[src/rtl/fir_pkg.sv]
// -----------------------------------------------------------------------------
// fir_pkg
// Shared defaults and types for the FIR stream controller.
//   FIR_DATA_W    : default sample width
//   FIR_TAPS      : default filter tap count
//   FIR_PIPE_LAT  : default filter advances from input sample to its output
//   fir_state_e   : controller state enumeration (IDLE, RUN, FLUSH)
//   flush_len()   : number of flush advances per frame
// Optional feature macro: FIR_STREAM_CTRL_TAIL_EN (full convolution tail).
// -----------------------------------------------------------------------------
package fir_pkg;

   localparam int FIR_DATA_W   = 32;
   localparam int FIR_TAPS     = 8;
   localparam int FIR_PIPE_LAT = 10;

   typedef enum logic [1:0] {
      IDLE  = 2'd0,
      RUN   = 2'd1,
      FLUSH = 2'd2
   } fir_state_e;

   // PIPE_LAT zero advances drain every real sample out of the filter. With the
   // convolution tail enabled, the TAPS-1 tail zeros are themselves outputs, so
   // they need PIPE_LAT further advances each to reach the end of the pipe.
   function automatic int flush_len(input int pipe_lat, input int taps);
`ifdef FIR_STREAM_CTRL_TAIL_EN
      return pipe_lat + taps - 1;
`else
      return pipe_lat + 0 * taps;
`endif
   endfunction

endpackage

[src/rtl/fir_tag_pipe.sv]
// -----------------------------------------------------------------------------
// fir_tag_pipe
// Enable-gated shift register that travels alongside the external filter so
// every filter advance carries its own sideband tags to the output.
//   clk  : clock
//   rst  : asynchronous active-low reset, clears every stage
//   en   : shift enable (one filter advance)
//   din  : tag entering stage 0
//   dout : tag at the last stage (DEPTH advances after entry)
// -----------------------------------------------------------------------------
module fir_tag_pipe #(
   parameter int WIDTH = 2,
   parameter int DEPTH = 10
) (
   input  logic             clk,
   input  logic             rst,
   input  logic             en,
   input  logic [WIDTH-1:0] din,
   output logic [WIDTH-1:0] dout
);

   logic [WIDTH-1:0] stage_reg  [DEPTH];
   logic [WIDTH-1:0] stage_next [DEPTH];

   genvar gi;
   generate
      for (gi = 0; gi < DEPTH; gi++) begin : g_stage
         if (gi == 0) begin : g_head
            assign stage_next[gi] = din;
         end else begin : g_body
            assign stage_next[gi] = stage_reg[gi-1];
         end
      end
   endgenerate

   always_ff @(posedge clk or negedge rst) begin
      if (!rst) begin
         for (int i = 0; i < DEPTH; i++) begin
            stage_reg[i] <= '0;
         end
      end else if (en) begin
         for (int i = 0; i < DEPTH; i++) begin
            stage_reg[i] <= stage_next[i];
         end
      end
   end

   assign dout = stage_reg[DEPTH-1];

endmodule

[src/rtl/fir_stream_ctrl.sv]
// -----------------------------------------------------------------------------
// fir_stream_ctrl
// Streams framed samples through an external fixed-latency FIR filter, flushes
// the filter with zeros after each frame and re-attaches valid/last to the
// filter output.
//   clk, rst                   : clock, asynchronous active-low reset
//   s_valid/s_data/s_last/s_ready : upstream sample stream
//   f_en/f_din/f_dout          : filter advance strobe, filter input, output
//   m_valid/m_data/m_last/m_ready : downstream filtered stream
//   busy                       : controller not idle
//   sample_cnt                 : samples accepted in the current frame
// Optional feature macro: FIR_STREAM_CTRL_TAIL_EN -- the first TAPS-1 flush
// zeros are emitted as valid outputs (full convolution tail).
// -----------------------------------------------------------------------------
module fir_stream_ctrl
   import fir_pkg::*;
#(
   parameter int DATA_W   = FIR_DATA_W,
   parameter int TAPS     = FIR_TAPS,
   parameter int PIPE_LAT = FIR_PIPE_LAT
) (
   input  logic              clk,
   input  logic              rst,
   input  logic              s_valid,
   input  logic [DATA_W-1:0] s_data,
   input  logic              s_last,
   output logic              s_ready,
   output logic              f_en,
   output logic [DATA_W-1:0] f_din,
   input  logic [DATA_W-1:0] f_dout,
   output logic              m_valid,
   output logic [DATA_W-1:0] m_data,
   output logic              m_last,
   input  logic              m_ready,
   output logic              busy,
   output logic [15:0]       sample_cnt
);

   localparam int FLUSH_LEN = flush_len(PIPE_LAT, TAPS);
   localparam int FCNT_W    = $clog2(FLUSH_LEN + 1);

   fir_state_e        state_reg, state_next;
   logic [FCNT_W-1:0] flush_cnt_reg, flush_cnt_next;
   logic [15:0]       sample_cnt_reg, sample_cnt_next;

   logic       flow_ok, run_phase, accept, flush_adv, flush_done;
   logic [1:0] tag_in, tag_out;   // bit 1 = last, bit 0 = valid

   // The pipe may only move when the sample at its tail can leave.
   assign flow_ok   = m_ready | ~m_valid;
   assign run_phase = (state_reg == IDLE) || (state_reg == RUN);

   // Gated by rst so the handshake and strobe stay low while reset is held.
   assign s_ready    = rst & run_phase & flow_ok;
   assign accept     = s_valid & s_ready;
   assign flush_adv  = rst & (state_reg == FLUSH) & flow_ok;
   assign flush_done = flush_adv && (flush_cnt_reg == FCNT_W'(FLUSH_LEN - 1));

   assign f_en  = accept | flush_adv;
   assign f_din = accept ? s_data : '0;

`ifdef FIR_STREAM_CTRL_TAIL_EN
   // Real samples never close the frame; the last tail zero does.
   always_comb begin
      tag_in = 2'b00;
      if (accept) begin
         tag_in = 2'b01;
      end else if (flush_adv) begin
         tag_in[0] = (int'(flush_cnt_reg) <  TAPS - 1);
         tag_in[1] = (int'(flush_cnt_reg) == TAPS - 2);
      end
   end
`else
   // Flush zeros only push data through and never reach the output as valid.
   always_comb begin
      tag_in = 2'b00;
      if (accept) begin
         tag_in = {s_last, 1'b1};
      end
   end
`endif

   always_comb begin
      state_next      = state_reg;
      flush_cnt_next  = flush_cnt_reg;
      sample_cnt_next = sample_cnt_reg;
      if (accept && (sample_cnt_reg != 16'hFFFF)) begin
         sample_cnt_next = sample_cnt_reg + 16'd1;
      end
      case (state_reg)
         IDLE, RUN: begin
            // A frame of one sample goes straight from IDLE to FLUSH.
            if (accept) begin
               state_next = s_last ? FLUSH : RUN;
            end
         end
         FLUSH: begin
            if (flush_adv) begin
               if (flush_done) begin
                  state_next      = IDLE;
                  flush_cnt_next  = '0;
                  sample_cnt_next = '0;
               end else begin
                  flush_cnt_next = flush_cnt_reg + 1'b1;
               end
            end
         end
         default: state_next = IDLE;
      endcase
   end

   always_ff @(posedge clk or negedge rst) begin
      if (!rst) begin
         state_reg      <= IDLE;
         flush_cnt_reg  <= '0;
         sample_cnt_reg <= '0;
      end else begin
         state_reg      <= state_next;
         flush_cnt_reg  <= flush_cnt_next;
         sample_cnt_reg <= sample_cnt_next;
      end
   end

   fir_tag_pipe #(
      .WIDTH (2),
      .DEPTH (PIPE_LAT)
   ) u_tag_pipe (
      .clk  (clk),
      .rst  (rst),
      .en   (f_en),
      .din  (tag_in),
      .dout (tag_out)
   );

   assign m_valid    = tag_out[0];
   assign m_last     = tag_out[1];
   assign m_data     = f_dout;
   assign busy       = (state_reg != IDLE);
   assign sample_cnt = sample_cnt_reg;

endmodule

[config.mk]
export PLATFORM = sky130hd
export DESIGN_NAME = fir_stream_ctrl
export DESIGN_NICKNAME = d
export VERILOG_FILES = /design/src/rtl/fir_pkg.sv /design/src/rtl/fir_tag_pipe.sv /design/src/rtl/fir_stream_ctrl.sv
export SDC_FILE = /design/constraint.sdc
export NUM_CORES = 1
export LEC_CHECK = 0
export CORE_ASPECT_RATIO = 1.75
export CORE_UTILIZATION = 37
export CTS_CLUSTER_DIAMETER = 30
export DETAILED_ROUTE_END_ITERATION = 7
export GPL_ROUTABILITY_DRIVEN = 0
export GPL_TIMING_DRIVEN = 0
export PLACE_DENSITY = 0.81
export SLEW_MARGIN = 15
export SYNTH_ARGS = -nofsm -noshare
export SYNTH_HDL_FRONTEND = slang
export SYNTH_SLANG_ARGS = --single-unit
[constraint.sdc]
create_clock -name clk -period 1.9 [get_ports clk]
set_input_delay 0.285 -clock clk [delete_from_list [all_inputs] [get_ports clk]]
set_output_delay 0.285 -clock clk [all_outputs]
set_load 0.01 [all_outputs]
### After elaboration in Yosys (flattened, before gate mapping)

Index checks and enable logic that the tools add are counted.

| word-level totals | value |
|---|---|
| bits in registers | 42 |
| bits in latches | 0 |
| memory bits (writable) | 0 |
| bits in read-only memories | 0 |
| logic and storage cells | 50 |
| memories kept | 0 |

| operators by class | value |
|---|---|
| add/subtract/negate cells | 2 |
| multiply operators | 0 |
| div/mod/pow operators | 0 |
| order comparisons | 0 |
| equal/unequal tests | 7 |
| shift operators | 0 |
| mux-type cells | 12 |
| bitwise logic cells | 8 |
| reductions and logical operators | 8 |

Operator list:

| operator | count |
|---|---|
| $mux 16 | 4 |
| $mux 32 | 1 |
| $add 16x1->16 const B | 1 |
| $ne 16x16->1 const B | 1 |
| $mux 2 | 5 |
| $ne 2x2->1 const B | 3 |
| $and 1x1->1 | 5 |
| $add 4x1->4 const B | 1 |
| $eq 4x4->1 const B | 1 |
| $mux 4 | 1 |
| $pmux 2 s2 | 1 |
| $reduce_and 3->1 | 1 |
| $eq 2x1->1 const B | 1 |
| $eq 2x2->1 const B | 1 |
| $logic_and 1x1->1 | 2 |
| $logic_not 2->1 | 1 |
| $or 1x1->1 | 2 |
| $reduce_and 2->1 | 1 |
| $reduce_bool 2->1 | 1 |
| $reduce_or 2->1 | 1 |
| $logic_or 1x1->1 | 1 |
| $not 1->1 | 1 |

### Logic depth before layout (Yosys ltp)

Gate-level depths: netlist of the first run.

| logic depth | value |
|---|---|
| depth in word-level cells | 10 |
| gate-level depth with buffers | 7 |
| gate-level depth less buffers | 6 |

### By module

Synthesis of the first run repeated with hierarchy kept, for this count alone.

| unflattened totals | value |
|---|---|
| cells, all modules | 240 |
| area total of the unflattened synthesis | 2493.6 µm² |

Modules (own cells, without submodules):

| module | instances | cells each | area an instance (µm²) | seq. area each (µm²) |
|---|---|---|---|---|
| fir_stream_ctrl | 1 | 198 | 1670.4 | 550.5 |
| fir_tag_pipe | 1 | 42 | 823.3 | 500.5 |

### Least setup slack after synthesis of the first run

Ideal clock, no wire load.

| path | value |
|---|---|
| path kind | flip-flop to output port |
| start point | reg u_tag_pipe.stage_reg, in the netlist u_tag_pipe.dout[0] |
| end point | out f_din[22] |
| arrival | 1.464 ns |
| required time | 1.615 ns |
| path slack | 0.151 ns |
| cell stages (with the launch flop) | 7 |
| path through | dfrtp_1 -> nand2b_1 -> buf_2 -> and3_1 -> clkbuf_1 -> clkbuf_1 -> and2_1 |

| between the ends | value |
|---|---|
| longest elaborated chain between the ends | 5 |

Ends and longest elaborated chain:

| what | RTL line | source |
|---|---|---|
| start, declared | fir_tag_pipe.sv:22 | `logic [WIDTH-1:0] stage_reg [DEPTH];` |
| start signal, assigned by index | fir_tag_pipe.sv:43 | `stage_reg[i] <= stage_next[i];` |
| $not 1->1 | fir_stream_ctrl.sv:50 | `assign flow_ok = m_ready \| ~m_valid;` |
| $or 1x1->1 | fir_stream_ctrl.sv:50 |  |
| $and 1x1->1 | fir_stream_ctrl.sv:54 | `assign s_ready = rst & run_phase & flow_ok;` |
| $and 1x1->1 | fir_stream_ctrl.sv:55 | `assign accept = s_valid & s_ready;` |
| $mux 32 | fir_stream_ctrl.sv:60 | `assign f_din = accept ? s_data : '0;` |
| end, declared | fir_stream_ctrl.sv:29 | `output logic [DATA_W-1:0] f_din,` |

No other way between the ends.

### Worst setup path after layout of the first run

| path | value |
|---|---|
| start point | reg u_tag_pipe.stage_reg, in the netlist u_tag_pipe.dout[0] |
| end point | reg sample_cnt_reg[10], in the netlist sample_cnt[10] |

| between the ends | value |
|---|---|
| longest elaborated chain between the ends | 9 |
| elaborated cells between the ends (all ways) | 11 |
| those cells by class | 4 x mux; 5 x bitwise; 2 x reduce/logical |

Ends and longest elaborated chain:

| what | RTL line | source |
|---|---|---|
| $not 1->1 (*) | fir_stream_ctrl.sv:50 |  |
| $or 1x1->1 (*) | fir_stream_ctrl.sv:50 |  |
| $and 1x1->1 | fir_stream_ctrl.sv:54 |  |
| $and 1x1->1 | fir_stream_ctrl.sv:55 |  |
| $logic_and 1x1->1 | fir_stream_ctrl.sv:87 | `if (accept && (sample_cnt_reg != 16'hFFFF)) begin` |
| $mux 16 | fir_stream_ctrl.sv:87 |  |
| $mux 16 | fir_stream_ctrl.sv:99 | `if (flush_done) begin` |
| $mux 16 | fir_stream_ctrl.sv:98 | `if (flush_adv) begin` |
| $mux 16 (*) | fir_stream_ctrl.sv:90 | `case (state_reg)` |
| named net sample_cnt_next[10] | fir_stream_ctrl.sv:44 | `logic [15:0] sample_cnt_reg, sample_cnt_next;` |
| end signal, assigned | fir_stream_ctrl.sv:120 | `sample_cnt_reg <= sample_cnt_next;` |
| end, declared | fir_stream_ctrl.sv:44 |  |

The timed path passes the listed nets; every way through them passes the cells marked *.
A chain may end at the register's enable or synchronous reset.

==> flow_summary.ini, run 1 <==
[run_status]
status = finished, final reports clean

[clocking]
h-tree-depth = 2
cts_buffers = 5
cts_tree = built
cts_buffer_depth = 2
cts.clk_slew.worst_paths_ns = 0.06
insertion_delay_ns = 0.29
cts_sinks = 42
ctsRootBufferMaster = clkbuf_16

[place]
place_inst = 453
port_buffers = 121
place_hpwl_um = 5480
post-place-ws_ns = -1.04

[timing]
fin_crit_sh_pct = 99.9
worstMarginPinSlew_ns = 0.860
slew_headroom_pct = 42.5
holdWs_ns = 0.00690
finalCriticalPeriod_ns = 1.90
fmax_mhz = 527
rsz0062_at_grt = true
finalSetupViolations = 0
slew_viol_final = 0
finClkSkew_ns = 0.00294
hold_viol_final = 0
finalWorstSetupSlack_ns = 0.00270

[global_route]
grt.total_usage_pct = 21.0
antenna_found_initial = 0
grt_max_degree = 25
grt_pass1_wl_um = 11200
grt_pass1_vias = 2355
overflow = 0

[yosys]
yosys-top-cells-area = dfrtp_1 (42%), buf_4 (10%), and2_1 (8.6%)
ys_seq_area_share_pct = 42.3
synth_enable_flop_cells = 0
yosysTopAreaCellShare_pct = 42.3
synthFlopType = dfrtp_1
synth_seq_cells = 42
syn_area_per_cell_um2 = 9.97
ys_warn_count = 0
synthCells = 249
synth_area_um2 = 2480
synth_fp_nets = 321
synth_top_cell_by_area = dfrtp_1
synthArstFlopShare_pct = 100
synthDistinctLibCells = 39

[routing]
routed_wl_um = 7600
vias = 2512
drcViolationCount = 0
initialDrtViolationCount = 161
post_drt_wl_per_cell_um = 15.7
vias_per_cell = 5.19
ant_nets = 0
first_pass_iters = 4

[finish]
syn2layout_area_growth_pct = 66.3
final_nets = 473
largest_reg_flops = 18
mostFrequentLayoutCells = clkdlybuf4s50_1 (83), buf_4 (56), dfrtp_1 (41)
drive_gt1_share_pct = 35.1
antenna_cells = 0
fin_cells = 484
layout_commonest_cell = clkdlybuf4s50_1

[setup_path]
reg2reg_slack_ns = 0.003
slowest_stage = or4_1
cp.buffers_inverters = 4
cpPeakStageDelay_ns = 0.49
worstPathCellList = nand2b_4, buf_6, buf_4, buf_4, nand4_2, buf_6, or4_1, a21oi_1
cp-end-kind = register
crit_path_start_kind = register
cp.required_ns = 2.11
startpoint = u_tag_pipe.dout[0]$_DFFE_PN0P_
reg2reg_depth = 8
r2r-end = sample_cnt[10]$_DFF_PN0_
path_class = register to register
cp.arrival_ns = 2.11
cp_top_family = simple AND/OR/NAND/NOR gates
timing.rr.start = u_tag_pipe.dout[0]$_DFFE_PN0P_
path_max_fanout = 10

[floorplanning]
io_pins = 154
fp.dieW_um = 63.9
rows = 39
dieArea_um2 = 7050
core_um2 = 6490
initial_core_util_pct = 38.2
die_h_um = 110

[power_and_ir_drop]
ir_drop_mv = 0.467
p_leak_nw = 1.91
cellPowerDensity_nw_per_um2 = 989
power_w = 0.00408

[job]
cap_viol_max_count = 0

[min_path]
hold_path.class = input pin to async pin
[repair_timing]
item / 4_1_cts / 5_1_grt
pin swaps: 2 / 4
gates resized for setup: 165 / 5
hold endpoints to repair: 18 / 0
hold buffers: 1 / 0
setup endpoints to repair: 45 / 40
setup buffers: 13 / 11
gates cloned: 1 / 0
[worst reg2reg max path, stage by stage (launching register included)]
cell,delay [ns]
dfrtp_1,0.41
nand2b_4,0.08
buf_6,0.10
buf_4,0.15
buf_4,0.12
nand4_2,0.13
buf_6,0.19
or4_1,0.49
a21oi_1,0.15
[power by group]
part	internal [W]	switching, W	total [W]	leakage [nW]
registers	0.00121	0.000250	0.00146	0.526
logic	0.00104	0.000716	0.00176	1.31
clock network	0.000494	0.000376	0.000870	0.0704
[through the flow]
| step | setup TNS [ns] | utilization, % | instance area, um^2 |
|---|---|---|---|
| after floorplan | 0 | - | 2480 |
| after detailed placement | -39.10 | 58.8 | 3820 |
| after CTS | -0.0715 | 62.3 | 4040 |
| after global routing | -0.850 | 63.6 | 4130 |
| after global placement | -177.54 | 58.5 | 3800 |
| final | 0 | 63.6 | 4130 |
[synthesized netlist by cell type (2+ instances only)]
master and number:
nand3_1 10, and4_1 5, or4_1 8, mux2_1 2
or2_2 2, or3_1 4, o31ai_1 7, nand4_2 2
nand2b_1 2, nand3_2 2, inv_1 2, clkbuf_1 5
o21ai_1 2, and3_1 4, buf_2 2, nor3_1 6
a21oi_1 13, nand4_1 4, o21a_1 3, mux2_2 17
ha_1 3, dfrtp_1 42, o21ai_0 6, and2_1 34
nand2_1 15, buf_4 33, mux2i_1 2
[metal layers]
metal | up-vias | routed length [um] | global-route usage, % | share of wire [%]
met5 | - | 0 | 0 | 0
met4 | 0 | 222 | 10.7 | 2.9
met3 | 15 | 676 | 4.42 | 8.9
met2 | 165 | 3980 | 38.4 | 52
met1 | 1171 | 2730 | 22.6 | 36
li1 | 1161 | - | - | -
[how the worst max path moves through the flow]
stage	endpoint	cells past startpoint
2_1_floorplan	f_din[22]	6
3_3_place_gp	f_din[8]	7
3_5_place_dp	f_din[8]	7
4_1_cts	f_din[5]	6
5_1_grt	f_din[29]	5
6_report	sample_cnt[10]$_DFF_PN0_	8
[logic make-up (layout without fill, tap and decap cells)]
family,count (synthesis),count (layout),synth area share (%)
AOI/OAI and AO/OA,35,35,8.57
adders and majority gates,3,3,1.51
buffers and inverters,43,196,11.9
DFF,42,42,42.3
muxes,21,21,9.43
and+or+nand+nor,105,105,26.3
[layout make-up]
cell class / instances / area [um^2]
fill: 528 / 2360
sequential: 42 / 1050
tap: 82 / 103
multi-input combinational: 164 / 1200
timing repair buffer: 148 / 1310
clock inverter: 3 / 25.0
buffer: 38 / 303
clock buffer: 5 / 125
inverter: 2 / 7.51
Power figures use the tool's default switching activity.
==> inputs of run 2 (changes only) <==
--- a/config.mk
+++ b/config.mk
@@ -6,6 +6,7 @@
 export NUM_CORES = 1
 export LEC_CHECK = 0
 export CORE_ASPECT_RATIO = 1.75
+export CORE_MARGIN = 2
 export CORE_UTILIZATION = 37
 export CTS_CLUSTER_DIAMETER = 30
 export DETAILED_ROUTE_END_ITERATION = 7
==> flow_summary.ini, run 2 (synthesis results as in run 1) <==
[power_and_ir_drop]
pwr-share-clk_pct = 19.6
combPwrFrac_pct = 46.3
p_int_w = 0.00291
p_leak_nw = 2.00
sw_frac_of_total_pct = 32.3
cellPowerDensity_nw_per_um2 = 960
seqPwrFrac_pct = 34.0
ir_drop_mv = 0.495
power.switching_w = 0.00139

[finish]
antenna_cells = 0
layout_commonest_cell = clkdlybuf4s50_1
mostFrequentLayoutCells = clkdlybuf4s50_1 (85), buf_4 (56), dfrtp_1 (41)
fin_cells = 491
final_area_um2 = 4470
final_nets = 480
drive_gt1_share_pct = 43.8
largest_reg_flops = 18
post-route-util_pct = 68.9
syn2layout_area_growth_pct = 80.0
fill_cells = 462
seq_area_um2 = 1050
multi_input_area_um2 = 1310

[place]
post-place-ws_ns = -1.03
port_buffers = 121
place_area_um2 = 3820
place_hpwl_um = 5540
place_inst = 453

[timing]
slew_headroom_pct = 38.3
fin_crit_sh_pct = 104
finalCriticalPeriod_ns = 1.97
hold_viol_final = 0
slew_viol_final = 0
finClkSkew_ns = 0.00474
rsz0062_at_grt = true
worstMarginPinSlew_ns = 0.923
fmax_mhz = 507
finalWorstSetupSlack_ns = -0.0705
finalSetupViolations = 31

[global_route]
overflow = 0
grt.total_usage_pct = 20.4
grt_pass1_wl_um = 11800
grt_pass1_vias = 2538
grt_max_degree = 24
antenna_found_initial = 0

[clocking]
ctsRootBufferMaster = clkbuf_16
cts_buffers = 5
cts_tree = built
cts_sinks = 42
h-tree-depth = 2
cts.clk_slew.worst_paths_ns = 0.06
cts_buffer_depth = 2
insertion_delay_ns = 0.28

[routing]
post_drt_wl_per_cell_um = 16.3
ant_nets = 0
first_pass_iters = 4
initialDrtViolationCount = 186
routed_wl_um = 8010
drcViolationCount = 0
vias_per_cell = 5.29
vias = 2597

[floorplanning]
die_h_um = 112
io_pins = 154
rows = 39
initial_core_util_pct = 38.2
core_um2 = 6490
dieArea_um2 = 7410
fp.dieW_um = 65.9

[setup_path]
cp.required_ns = 1.62
cp.arrival_ns = 1.69
r2r-end = sample_cnt[3]$_DFF_PN0_
path_class = register to output pin
reg2reg_depth = 6
path_max_fanout = 6
cp-end-kind = output pin
timing.rr.start = state_reg[1]$_DFFE_PN0P_
reg2reg_slack_ns = 0
crit_path_start_kind = register

[run_status]
violations = setup timing
status = finished with violations

[min_path]
hold_path.class = input pin to async pin

[job]
cap_viol_max_count = 0
[run 2: power groups by stage]
| stage | logic (W) | clock network (W) | registers, W |
|---|---|---|---|
| after global placement | 0.00145 | 0 | 0.00143 |
| final | 0.00199 | 0.000843 | 0.00146 |
| after detailed placement | 0.00150 | 0 | 0.00146 |
| after CTS | 0.00170 | 0.000846 | 0.00144 |
| after global routing | 0.00214 | 0.000897 | 0.00151 |
| after floorplan | 0.000807 | 0 | 0.00143 |
[run 2: routing by layer]
metal  global-route usage (%)  wire length, um  vias to the layer above  share of wire [%]
met2                     37.8             4330                      176                 54
met4                     5.42              144                        0                1.8
li1                         -                -                     1168                  -
met3                     3.61              767                       12                9.6
met1                     23.3             2760                     1241                 34
met5                        0                0                        -                  0
[run 2: layout make-up]
type / count / area share, %
repair buffers: 152 / 34.0
multi-input cells: 165 / 29.3
flip-flops and latches: 42 / 23.5
plain buffers: 40 / 7.45
clock buffers: 5 / 2.80
well taps: 82 / 2.30
clock inverters: 3 / 0.476
inverters: 2 / 0.168
[run 2: how the worst max path moves through the flow]
stage                                    end                            from  cells after the start
floorplan                          f_din[22]  u_tag_pipe.dout[0]$_DFFE_PN0P_                      6
global placement                   f_din[23]                             rst                      7
detailed placement                 f_din[11]                             rst                      7
CTS                 sample_cnt[10]$_DFF_PN0_                         m_ready                      9
global route                       f_din[11]        state_reg[1]$_DFFE_PN0P_                      5
finish                             f_din[11]        state_reg[1]$_DFFE_PN0P_                      5
[run 2: metrics by stage]
stage / total power, W / TNS (ns) / hold WS [ns]
floorplan: 0.00223 / 0 / -0.0106
global placement: 0.00288 / -173.87 / 0.442
detailed placement: 0.00296 / -39.61 / 0.312
CTS: 0.00400 / -0.924 / 0.00984
global route: 0.00454 / -3.15 / 0.00675
finish: 0.00429 / -1.74 / 0.00639
[run 2: worst max-delay path, cell delays in order, from the launching register on]
cell and delay [ns]:
dfrtp_1 0.41, and2b_4 0.31, and3_4 0.30, buf_8 0.13
and2_4 0.14, buf_6 0.10
[run 2: what timing repair did]
| action | 4_1_cts | 5_1_grt |
|---|---|---|
| endpoints found under the hold margin | 19 | 0 |
| endpoints found under the setup margin | 51 | 46 |
| buffers inserted | 7 | 20 |
| pin swaps | 25 | 12 |
| hold buffers | 1 | 0 |
| cloned | 4 | 0 |
| gates resized for setup | 192 | 41 |
==> inputs of run 3 (changes only) <==
--- a/config.mk
+++ b/config.mk
@@ -5,6 +5,7 @@
 export SDC_FILE = /design/constraint.sdc
 export NUM_CORES = 1
 export LEC_CHECK = 0
+export ABC_CLOCK_PERIOD_IN_PS = 1900
 export CORE_ASPECT_RATIO = 1.75
 export CORE_MARGIN = 2
 export CORE_UTILIZATION = 37
==> results of run 3 <==
Same layout as run 2: the final DEF is identical, and so are final timing and power.
